**src/rtl/uart_rx_fifo_if.sv**
```systemverilog
// uart_rx_fifo_if: host-side first-word-fall-through byte stream.
//   dout       : head-of-queue byte (8'h00 when nothing is queued)
//   dout_valid : dout holds a valid byte
//   dout_ready : consumer accepts dout this cycle
// Modports: master = FIFO (drives data/valid), slave = consumer (drives ready).
interface uart_rx_fifo_if;
  logic [7:0] dout;
  logic       dout_valid;
  logic       dout_ready;

  modport master (
    output dout,
    output dout_valid,
    input  dout_ready
  );

  modport slave (
    input  dout,
    input  dout_valid,
    output dout_ready
  );
endinterface

```
**src/rtl/uart_rx_fifo.sv**
```systemverilog
// uart_rx_fifo: byte queue behind the 8-bit UART receiver, on the 16x rx clock.
// Captures one byte per rising edge of rx_done and presents bytes to the host
// through a first-word-fall-through stream. Tracks overflow and framing errors.
// Ports:
//   clk, rst_n            : rx clock, synchronous active-low reset
//   rx_done/rx_err/rx_data: receiver outputs
//   host                  : dout/dout_valid/dout_ready stream (master side)
//   count, empty, full    : occupancy status
//   overflow              : sticky drop flag, cleared by clear_overflow
//   frame_err             : one-clk pulse per rising edge of rx_err
// Optional (UART_RX_FIFO_ERR_COUNT_EN): err_count saturating frame_err counter,
//   clear_err_count zeroes it.
module uart_rx_fifo #(
  parameter int unsigned DEPTH      = 16,
  parameter int unsigned ADDR_WIDTH = 4
) (
  input  logic                  clk,
  input  logic                  rst_n,
  input  logic                  rx_done,
  input  logic                  rx_err,
  input  logic [7:0]            rx_data,
  uart_rx_fifo_if.master        host,
  output logic [ADDR_WIDTH:0]   count,
  output logic                  empty,
  output logic                  full,
  output logic                  overflow,
  input  logic                  clear_overflow,
  output logic                  frame_err
`ifdef UART_RX_FIFO_ERR_COUNT_EN
  ,
  output logic [7:0]            err_count,
  input  logic                  clear_err_count
`endif
);

  localparam int unsigned CW = ADDR_WIDTH + 1;
  localparam int unsigned DW = 8;

  logic [DW-1:0]         mem_q [DEPTH];
  logic [DW-1:0]         mem_d [DEPTH];
  logic [ADDR_WIDTH-1:0] wr_ptr_q, wr_ptr_d;
  logic [ADDR_WIDTH-1:0] rd_ptr_q, rd_ptr_d;
  logic [CW-1:0]         count_q, count_d;
  logic                  empty_q, empty_d;
  logic                  full_q, full_d;
  logic                  overflow_q, overflow_d;
  logic                  frame_err_q, frame_err_d;
  logic                  done_q, done_d;
  logic                  err_q, err_d;
  logic                  push_c, pop_c, wr_en_c;
`ifdef UART_RX_FIFO_ERR_COUNT_EN
  logic [7:0]            err_count_q, err_count_d;
`endif

  // Next-state logic for queue, status and error tracking
  always_comb begin
    mem_d       = mem_q;
    wr_ptr_d    = wr_ptr_q;
    rd_ptr_d    = rd_ptr_q;
    count_d     = count_q;
    overflow_d  = overflow_q;
    done_d      = rx_done;
    err_d       = rx_err;
    frame_err_d = rx_err & ~err_q;

    push_c  = rx_done & ~done_q;
    pop_c   = ~empty_q & host.dout_ready;
    // When full, a simultaneous pop frees the head slot the new byte lands in
    wr_en_c = push_c & (~full_q | pop_c);

    if (wr_en_c) begin
      mem_d[wr_ptr_q] = rx_data;
      wr_ptr_d        = wr_ptr_q + ADDR_WIDTH'(1);
    end
    if (pop_c) begin
      rd_ptr_d = rd_ptr_q + ADDR_WIDTH'(1);
    end

    case ({wr_en_c, pop_c})
      2'b10:   count_d = count_q + CW'(1);
      2'b01:   count_d = count_q - CW'(1);
      default: count_d = count_q;
    endcase
    empty_d = (count_d == CW'(0));
    full_d  = (count_d == CW'(DEPTH));

    // Set wins over clear
    if (push_c & full_q & ~pop_c) begin
      overflow_d = 1'b1;
    end else if (clear_overflow) begin
      overflow_d = 1'b0;
    end

`ifdef UART_RX_FIFO_ERR_COUNT_EN
    err_count_d = err_count_q;
    if (clear_err_count) begin
      err_count_d = frame_err_d ? 8'd1 : 8'd0;
    end else if (frame_err_d && err_count_q != 8'hFF) begin
      err_count_d = err_count_q + 8'd1;
    end
`endif
  end

  // Control/status registers; edge history resets high so levels already
  // asserted at reset release are not taken as new events
  always_ff @(posedge clk) begin
    if (!rst_n) begin
      wr_ptr_q    <= '0;
      rd_ptr_q    <= '0;
      count_q     <= '0;
      empty_q     <= 1'b1;
      full_q      <= 1'b0;
      overflow_q  <= 1'b0;
      frame_err_q <= 1'b0;
      done_q      <= 1'b1;
      err_q       <= 1'b1;
`ifdef UART_RX_FIFO_ERR_COUNT_EN
      err_count_q <= 8'd0;
`endif
    end else begin
      wr_ptr_q    <= wr_ptr_d;
      rd_ptr_q    <= rd_ptr_d;
      count_q     <= count_d;
      empty_q     <= empty_d;
      full_q      <= full_d;
      overflow_q  <= overflow_d;
      frame_err_q <= frame_err_d;
      done_q      <= done_d;
      err_q       <= err_d;
`ifdef UART_RX_FIFO_ERR_COUNT_EN
      err_count_q <= err_count_d;
`endif
    end
  end

  // Storage array; contents are don't-care while not covered by count
  always_ff @(posedge clk) begin
    mem_q <= mem_d;
  end

  assign host.dout       = empty_q ? 8'h00 : mem_q[rd_ptr_q];
  assign host.dout_valid = ~empty_q;
  assign count           = count_q;
  assign empty           = empty_q;
  assign full            = full_q;
  assign overflow        = overflow_q;
  assign frame_err       = frame_err_q;
`ifdef UART_RX_FIFO_ERR_COUNT_EN
  assign err_count       = err_count_q;
`endif

endmodule

```
**src/flat_wrapper.sv**
```systemverilog
// flat-port wrapper written by rule: the top's interface ports become plain ports
module uart_rx_fifo_flat 
#(
  parameter int unsigned DEPTH      = 16,
  parameter int unsigned ADDR_WIDTH = 4
)
  (clk, rst_n, rx_done, rx_err, rx_data, count, empty, full, overflow, clear_overflow, frame_err, host_dout, host_dout_valid, host_dout_ready);
  uart_rx_fifo_if host_i ();
  input  logic clk;
  input  logic rst_n;
  input  logic rx_done;
  input  logic rx_err;
  input  logic [7:0] rx_data;
  output logic [ADDR_WIDTH:0] count;
  output logic empty;
  output logic full;
  output logic overflow;
  input  logic clear_overflow;
  output logic frame_err;
  output wire logic [$bits(host_i.dout)-1:0] host_dout;
  output wire logic [$bits(host_i.dout_valid)-1:0] host_dout_valid;
  input wire logic [$bits(host_i.dout_ready)-1:0] host_dout_ready;
  assign host_dout = host_i.dout;
  assign host_dout_valid = host_i.dout_valid;
  assign host_i.dout_ready = host_dout_ready;
  uart_rx_fifo #(.DEPTH(DEPTH), .ADDR_WIDTH(ADDR_WIDTH)) u_core (.clk(clk), .rst_n(rst_n), .rx_done(rx_done), .rx_err(rx_err), .rx_data(rx_data), .host(host_i), .count(count), .empty(empty), .full(full), .overflow(overflow), .clear_overflow(clear_overflow), .frame_err(frame_err));
endmodule
```
**config.mk**
```make
export PLATFORM = sky130hd
export DESIGN_NAME = uart_rx_fifo_flat
export DESIGN_NICKNAME = d
export VERILOG_FILES = /design/src/rtl/uart_rx_fifo_if.sv /design/src/rtl/uart_rx_fifo.sv /design/src/flat_wrapper.sv
export SDC_FILE = /design/constraint.sdc
export NUM_CORES = 1
export LEC_CHECK = 0
export ABC_AREA = 1
export CAP_MARGIN = 15
export CORE_MARGIN = 5
export CORE_UTILIZATION = 50
export DETAILED_ROUTE_END_ITERATION = 8
export PLACE_DENSITY = 0.76
export REMOVE_ABC_BUFFERS = 1
export SYNTH_ARGS = -nofsm -noshare
export SYNTH_HDL_FRONTEND = slang
export SYNTH_SLANG_ARGS = --single-unit
```
**constraint.sdc**
```tcl
create_clock -name clk -period 2.35 [get_ports clk]
set_input_delay 0.47 -clock clk [delete_from_list [all_inputs] [get_ports clk]]
set_output_delay 0.47 -clock clk [all_outputs]
set_load 0.1 [all_outputs]
```
==> flow_results.org, run 1 <==
** STA
- The tightest hold path in the finished design has a slack of ~0.40 ns.
- Final Setup Violations :: 8
- In the finished design, the share of the clock period the worst path needs comes to 108%.
- At the pin with the least slew margin, the transition time is around 0.66 ns.
- The hold violation total from the final report came to 0.
- Headroom to the max-slew limit came out at 55.7%.
- After layout, the worst setup slack is -0.195 ns.
- RSZ-0062 raised after global routing :: true
- The number of pins exceeding their max-slew limit in the final report was 0.
- Across the routed clock network, the largest skew measured is about 0.0087 ns.
- Timing-limited maximum frequency :: 393 MHz
- Post-layout min period :: ~2.5 ns

** Layout
- Share of post-route cells with drive strength above 1 :: a little under a fifth
- Post-Layout Cell Count :: about 750
- Net total in the final layout :: 611
- Filler Cells Inserted :: 865
- The repair_antennas step left the layout with diodes totalling 0.
- Synthesis-to-layout area growth :: 24.7%
- Final cell area excluding filler cells :: ~7600 µm²

** Min path
- Worst hold path type :: reg2reg
- The path with the worst hold slack has its endpoint at u_core.frame_err.
- Number of cells on the worst hold path :: 1
- In this run the most critical hold path is launched from u_core.err_q.

** Critical path
- Endpoint required time on the critical path :: between 1.5 and 2 ns
- R2R setup slack :: around 0.37 ns
- For the worst setup path, the data arrival time is 2.07 ns.
- The startpoint identified for the worst register-to-register timing path is u_core.empty.
- Crit path launch type :: register
- Category of the critical setup timing path :: reg2out
- Highest net fanout along the worst path :: 24
- STA classifies the critical path endpoint as an output pin.
- Logic depth of the worst register-to-register path :: 14
- The endpoint identified for the worst register-to-register timing path is u_core.empty.

** Routing
- In this run, the number of DRC markers left after iteration 0 of detailed routing was slightly below 500.
- For this block, the routed nets add up to 14,500 µm of wire.
- The first detailed-routing pass took 5 iterations.
- Routed wire per std cell :: a little under 20 µm
- The routed layout has around 4,300 vias.
- The detail route stage leaves a number of antenna-violating nets equal to 0.
- Dividing the detail-routed via count by the number of cells gives approximately 5.8.
- DRC Markers :: 0

** Global route
- Antenna violations before repair :: 0
- GR Overflow Total :: 0
- The first global-routing pass estimated ~22,000 µm of wire.
- Across every metal layer, demand over resource in global routing totals around a fifth.
- Maximum number of pins on one net before global-route repair :: 33
- The number of global-route vias before repair came to 4,315.

** CTS
- Clk sink count :: approximately 150
- The root buffer cell chosen for the clock tree is sky130_fd_sc_hd__clkbuf_16.
- After clock tree synthesis, the clock-pin slew on the worst setup and hold paths is about 0.05 ns.
- Inserted Clock Buffers :: 17
- In this run the number of H-tree levels came out at 4.
- TritonCTS clock tree :: yes
- Largest buffer count on any clock path :: 2
- After clock tree synthesis, the flow added hold-fix buffers numbering 0.
- For the worst-skew pair, the clock arrives at the later sink with an insertion delay of approximately 0.42 ns.

** Job
- Number of max-cap violations :: 0

** Floorplan
- Die ar. :: roughly 15,000 µm²
- In this run the core area contains 40 standard-cell rows.
- 32 I/O pins were placed.
- Area of the placeable core :: 12,000 µm²
- Die Width :: approximately 120 µm
- Starting Density :: about half
- Die Span Y :: between 100 and 150 µm

** Synthesis
- After synthesis, flip-flops and latches occupy between 60% and 70% of the total area.
- The average instance in the mapped netlist occupies around 12 µm².
- Summing the areas of all compound-gate instances in the mapped netlist gives 12.0% of the synthesized area.
- Flops & latches, synth :: 147
- In this run, distinct cell masters in the synthesized netlist total 26.
- Post-synthesis share of cell area spent on xor and xnor gates :: less than 1%
- Adder-Cell Fraction of Synth Area :: ~1.8%
- After Yosys synthesis, and, or, nand and nor cells account for roughly an eighth of the synthesized area.
- By area, the combinational part of the netlist is dominated by simple AND/OR/NAND/NOR gates.
- Number of cells produced by synthesis :: roughly 530
- The portion of synthesized area spent on multiplexers is less than 1%.
- Total standard cell area after synthesis :: 6110 µm²
- The Yosys step of the flow raised 0 warnings.

** Power and ir drop
- Total power per unit cell area :: 984 nW/µm²
- VDD sags by at most around 0.00063 V.
- Static leakage :: approximately 2.7 nW

** Placement
- The number of placed instances, taps included, is between 700 and 800.
- Placer congestion estimate :: just under 0.8
- The placed instances occupy a cell area of 6790 µm².
- Count of input and output buffers :: 31
- Half-perimeter wire length after placement :: a little under 9000 µm
- Worst setup slack before clock tree synthesis :: -0.372 ns

** Status
- The flow ran to the end, but the final reports show violations.
- The final reports fail on setup timing.
sequential cells by signal, summed over array words and instances, names as in the netlist:
register          cells
u_core.count          5
u_core.done_q         1
u_core.empty          1
u_core.err_q          1
u_core.frame_err      1
u_core.full           1
u_core.mem_q        128
u_core.overflow       1
u_core.rd_ptr_q       4
u_core.wr_ptr_q       4
worst max path at each step:
stage	startpoint	end	slack, ns	cells after the start
2_1_floorplan	u_core.rd_ptr_q[0]	host_dout[4]	-1.48	5
3_3_place_gp	rx_done	u_core.empty	-0.19	14
3_5_place_dp	rx_done	u_core.full	-0.37	19
4_1_cts	u_core.rd_ptr_q[0]	host_dout[4]	-0.16	7
5_1_grt	u_core.rd_ptr_q[0]	host_dout[6]	-0.24	8
6_report	u_core.rd_ptr_q[0]	host_dout[5]	-0.19	6
layer usage:
| metal | GRT usage [%] | routed length, µm | up-vias |
|---|---|---|---|
| met1 | 23.8 | 5630 | 2098 |
| met5 | 0 | 0 | - |
| met3 | 4.82 | 876 | 31 |
| met2 | 36.3 | 7620 | 179 |
| li1 | - | - | 1996 |
| met4 | 8.78 | 354 | 0 |
placed cells by master, fill, tap and decap left out, types with 2 or more instances in the layout:
| cell type | count |
|---|---|
| sky130_fd_sc_hd__ha_1 | 8 |
| sky130_fd_sc_hd__nor2_2 | 6 |
| sky130_fd_sc_hd__a21oi_2 | 7 |
| sky130_fd_sc_hd__bufinv_16 | 4 |
| sky130_fd_sc_hd__edfxtp_1 | 128 |
| sky130_fd_sc_hd__clkbuf_16 | 18 |
| sky130_fd_sc_hd__o21bai_1 | 2 |
| sky130_fd_sc_hd__nand2_2 | 3 |
| sky130_fd_sc_hd__clkinv_2 | 5 |
| sky130_fd_sc_hd__o21ai_1 | 27 |
| sky130_fd_sc_hd__nor2_1 | 116 |
| sky130_fd_sc_hd__o21ai_0 | 48 |
| sky130_fd_sc_hd__clkbuf_8 | 2 |
| sky130_fd_sc_hd__dfxtp_1 | 17 |
| sky130_fd_sc_hd__nand3_1 | 17 |
| sky130_fd_sc_hd__inv_2 | 2 |
| sky130_fd_sc_hd__buf_12 | 15 |
| sky130_fd_sc_hd__inv_1 | 19 |
| sky130_fd_sc_hd__buf_4 | 38 |
| sky130_fd_sc_hd__clkinv_1 | 3 |
| sky130_fd_sc_hd__a21oi_1 | 9 |
| sky130_fd_sc_hd__clkbuf_1 | 2 |
| sky130_fd_sc_hd__clkdlybuf4s50_1 | 13 |
| sky130_fd_sc_hd__nand2_1 | 40 |
| sky130_fd_sc_hd__nor3_1 | 2 |
| sky130_fd_sc_hd__dfxtp_4 | 2 |
| sky130_fd_sc_hd__o211ai_1 | 32 |
cells in the mapped netlist:
cell	count	area, µm²
sky130_fd_sc_hd__edfxtp_1	128	3840
sky130_fd_sc_hd__nor2_1	123	462
sky130_fd_sc_hd__o21ai_0	57	285
sky130_fd_sc_hd__nand2_1	40	150
sky130_fd_sc_hd__o211ai_1	32	240
sky130_fd_sc_hd__o21ai_1	20	100
sky130_fd_sc_hd__dfxtp_1	19	380
sky130_fd_sc_hd__inv_1	19	71.3
sky130_fd_sc_hd__nand3_1	18	90.1
sky130_fd_sc_hd__a21oi_1	17	85.1
sky130_fd_sc_hd__clkbuf_1	10	37.5
sky130_fd_sc_hd__ha_1	9	113
sky130_fd_sc_hd__buf_6	7	78.8
sky130_fd_sc_hd__buf_4	5	37.5
sky130_fd_sc_hd__buf_2	4	20.0
sky130_fd_sc_hd__inv_2	4	15.0
sky130_fd_sc_hd__nand2_2	3	18.8
sky130_fd_sc_hd__clkinv_1	2	7.51
sky130_fd_sc_hd__nor3_1	2	10.0
sky130_fd_sc_hd__o21bai_1	2	15.0
sky130_fd_sc_hd__clkbuf_2	1	5.00
sky130_fd_sc_hd__mux2i_1	1	10.0
sky130_fd_sc_hd__nand3b_1	1	7.51
sky130_fd_sc_hd__o21a_1	1	7.51
sky130_fd_sc_hd__xnor2_1	1	8.76
sky130_fd_sc_hd__xor2_1	1	8.76
power breakdown:
group	total [mW]	internal (mW)	switching [mW]
clock network	2.80	1.82	0.978
registers	2.94	2.88	0.0563
logic	1.77	0.601	1.16
total	7.50	5.30	2.20
stage by stage:
step / util [%] / power (mW) / TNS (ns)
after detailed placement: 56.6 / 4.55 / -1.25
final: 63.4 / 7.50 / -0.975
after CTS: 62.7 / 7.44 / -1.00
after global placement: 56.6 / 4.51 / -0.563
after global routing: 63.4 / 7.76 / -1.59
after floorplan: - / 3.95 / -48.69
timing repair:
item,in CTS,in global routing
cloned,1,1
gates resized for setup,23,26
endpoints found under the setup margin,8,11
pin swaps,7,12
buffers inserted,1,0
worst max-delay path: stages, from the launching register on:
cell                       delay (ns)
sky130_fd_sc_hd__dfxtp_4         0.44
sky130_fd_sc_hd__buf_12          0.19
sky130_fd_sc_hd__o21ai_0         0.15
sky130_fd_sc_hd__o211ai_1        0.26
sky130_fd_sc_hd__nand3_1         0.17
sky130_fd_sc_hd__a21oi_2         0.24
sky130_fd_sc_hd__buf_12          0.20
final cells by class:
class | instances | area [µm²] | share of cell area, %
flip-flops and latches | 147 | 4230 | 55.5
multi-input cells | 328 | 1700 | 22.4
repair buffers | 69 | 779 | 10.2
clock buffers | 21 | 460 | 6.04
well taps | 147 | 184 | 2.41
clock inverters | 11 | 158 | 2.07
inverters | 25 | 101 | 1.33
cell families after synthesis:
family                     after synthesis
xor gates and xnor gates                 2
adders and majority gates                9
and+or+nand+nor                        187
muxes                                    1
AOI/OAI and AO/OA                      129
DFF                                    147
buffers and inverters                   52
No activity file was read; power rests on OpenSTA's default activity.
==> run 2: changes to the inputs <==
--- a/config.mk
+++ b/config.mk
@@ -9,6 +9,7 @@
 export CAP_MARGIN = 15
 export CORE_MARGIN = 5
 export CORE_UTILIZATION = 50
+export CTS_CLUSTER_DIAMETER = 40
 export DETAILED_ROUTE_END_ITERATION = 8
 export PLACE_DENSITY = 0.76
 export REMOVE_ABC_BUFFERS = 1
==> results of run 2 <==
Same layout as run 1: the final DEF is identical, and so are final timing and power.
==> run 3: changes to the inputs <==
--- a/config.mk
+++ b/config.mk
@@ -7,7 +7,7 @@
 export LEC_CHECK = 0
 export ABC_AREA = 1
 export CAP_MARGIN = 15
-export CORE_MARGIN = 5
+export CORE_MARGIN = 3
 export CORE_UTILIZATION = 50
 export CTS_CLUSTER_DIAMETER = 40
 export DETAILED_ROUTE_END_ITERATION = 8
==> run 3 against run 2 <==
  * The flow still finishes with violations (setup timing)
  * Count of clock-buffer cells in the layout rose by 3
  * Die area fell by 6.5%
  * Flip-flop and latch count did not move
  * Clock skew rose by 0.018 ns
  * Clock power fell by 14%
  * Critical path depth rose by 3
  * Routed wire length rose by 7.4%
  * Via count rose by 4.8%
  * Largest cell class unchanged
  * Largest power group unchanged
==> flow_results.org, run 3 (synthesis results as in run 1) <==
** Floorplan
- Die Span Y :: approximately 120 µm
- Die ar. :: roughly 14,000 µm²
- Total number of placement rows :: 39
- From left edge to right edge, the die measures roughly 120 µm.
- The floorplan step defined a core boundary enclosing about 12,000 µm².
- Number of ports placed on the die boundary :: 32
- Starting Density :: approximately 52%

** Min path
- Worst hold path type :: reg2reg
- Startpoint of the lowest-slack hold path :: u_core.err_q

** STA
- Counting I/O delays and the setup requirement, the final critical path takes between 2 and 3 ns.
- Setup violations remaining at the end of the flow were counted as 8.
- Timing would allow up to between 300 and 400 MHz.
- RSZ-0062 raised after global routing :: true
- The number of pins exceeding their max-slew limit in the final report came to 0.
- Worst slew pin tran :: about 0.65 ns
- Across the routed clock network, the largest skew measured is approximately 0.027 ns.
- Share of the clock period used by the worst path :: 109%
- Measured against its own limit, the worst slew margin works out to 56.8%.
- Fin worst setup slack :: -0.215 ns
- Setup total negative slack :: -1.30 ns
- Hold Fails Final Rpt :: 0
- Hold is met by roughly 0.4 ns.

** Routing
- Remaining number of nets flagged by the antenna check after routing :: 0
- Before antenna repair, the detailed router went through 6 iterations.
- The final layout contains routed wiring with a total length of 15,500 µm.
- Across all layers, the routed design uses 4,510 vias.
- DRC Markers :: 0
- DR iter-0 viols :: 644
- Routed wire per std cell :: between 20 and 25 µm
- Routed vias/inst :: between 5 and 6

** Critical path
- Crit path launch type :: register
- Origin of the critical flop-to-flop path :: u_core.empty
- Category of the critical setup timing path :: reg2out
- STA puts the critical path data required time at 1.88 ns.
- Worst reg2reg endpoint :: u_core.empty
- Highest net fanout along the worst path :: 12
- Counting buffers and inverters, the worst setup path is 9 cells deep.
- R2R setup slack :: 0.33 ns
- The number of cells on the worst reg-to-reg path is 17.
- The largest individual stage delay along the critical path comes from the cell sky130_fd_sc_hd__dfxtp_4.
- In this design, the largest share of critical-path delay is due to buffers and inverters.
- Maximum cell stage delay along the critical path :: ~0.37 ns
- Capturing element type of the critical path :: output pin
- Arrival time at the worst endpoint :: 2.09 ns
- Count of buffering cells on the critical path with inverters included :: 3
- The most critical setup path has its endpoint at host_dout[3].
- Crit. Startpoint :: u_core.rd_ptr_q[0]
- The signal on the critical path passes through buf_12, buf_8, nor2_1, nor2_1, o21ai_0, o211ai_1, nand3_2, a21oi_4, buf_12.

** Layout
- Post-Layout Cell Count :: around 760
- Net total in the final layout :: ~630
- Share of post-route cells with drive strength above 1 :: around a fifth
- Final core occ :: 66.7%
- Diodes inserted :: 0
- Ranked by flip-flop count, first place goes to u_core.mem_q.
- Flip-flop count of the largest register after layout :: between 100 and 150
- Relative to the synthesized area, the layout overhead comes to 27.4%.
- Most common cell after layout, fill and taps aside :: sky130_fd_sc_hd__edfxtp_1
- Most frequent cells in the layout :: 128 x sky130_fd_sc_hd__edfxtp_1, 115 x sky130_fd_sc_hd__nor2_1, 48 x sky130_fd_sc_hd__o21ai_0

** CTS
- Clock slew at reported path FFs :: 0.05 ns
- Skew-Pair Late Insertion Delay :: around 0.43 ns
- The tree is rooted in a sky130_fd_sc_hd__clkbuf_16.
- Counting the buffers created by CTS gives 17.
- Clock tree synthesis found a total of ~150 sinks.
- TritonCTS clock tree :: yes
- The clock passes through at most 2 buffers.
- CTS built an H-tree with a depth of 4.

** Global route
- In the global route stage, overall resource usage came out at between 20% and 30%.
- Entering global routing, the biggest net connects 35 pins.
- Via count of the first global-routing pass :: between 4,000 and 5,000
- The number of antenna violations at the first check in global routing was 0.
- For this run, global-route usage on met1 was measured as 27.9%.
- Routing usage on met3 :: 5.49%
- For this run the aggregate overflow at the end of global routing stands at 0.
- The first global-routing pass estimated 21,600 µm of wire.
- Layer with the highest usage after global routing :: met2
- In the global route stage, met2 resource usage came out at 34.8%.

** Placement
- Once placement completed, the tool counted placed cells totaling 713.
- Port buffering added 31 buffers.
- Half-perimeter wire length after placement :: between 8000 and 9000 µm
- Placer congestion estimate :: 0.836

** Power and ir drop
- The worst-case IR drop observed on VDD is roughly 0.00060 V.
- Static leakage :: between 2 and 3 nW
- Total power after layout :: 7.32 mW
- In this run the power density over the cells is between 900 and 1000 nW/µm².

** Status
- Failing checks :: setup timing
- Status :: finished, violations left

** Job
- Number of max-cap violations :: 0
run 3: metal layers:
metal	share of wire, %	wire, µm	vias to the layer above
li1	-	-	2025
met1	39	6110	2159
met2	49	7660	284
met3	8.4	1310	42
met4	3.1	475	0
met5	0	0	-
run 3: how the worst min path moves through the flow:
stage                                   to  cells after the start
after floorplan           u_core.frame_err                      1
after global placement    u_core.frame_err                      1
after detailed placement  u_core.frame_err                      1
after CTS                 u_core.frame_err                      1
after global routing      u_core.frame_err                      1
final                     u_core.frame_err                      1
run 3: final cells by class:
cell class	instances	area (µm²)
multi-input combinational	328	1710
fill	777	3880
clock buffer	24	462
clock inverter	8	61.3
inverter	25	109
tap	143	179
timing repair buffer	83	1030
sequential	147	4230
run 3: repair_timing:
action	4_1_cts	5_1_grt
hold buffers	0	0
resized for setup	18	33
hold endpoints to repair	0	0
setup endpoints to repair	8	11
pin swaps	5	25
cloned	0	9
setup buffers	0	4
run 3: per-stage QoR:
stage | setup WS [ns] | instance area [µm²]
4_1_cts | -0.154 | 7430
2_1_floorplan | -1.48 | 5930
3_5_place_dp | -0.315 | 6840
3_3_place_gp | -0.173 | 6840
5_1_grt | -0.292 | 7780
6_report | -0.215 | 7780
run 3: report_power, final:
group	leakage [nW]	internal [mW]	switching (mW)
clock network	0.258	1.46	0.961
logic	1.25	0.740	1.24
registers	1.31	2.88	0.0441
total	2.81	5.08	2.24
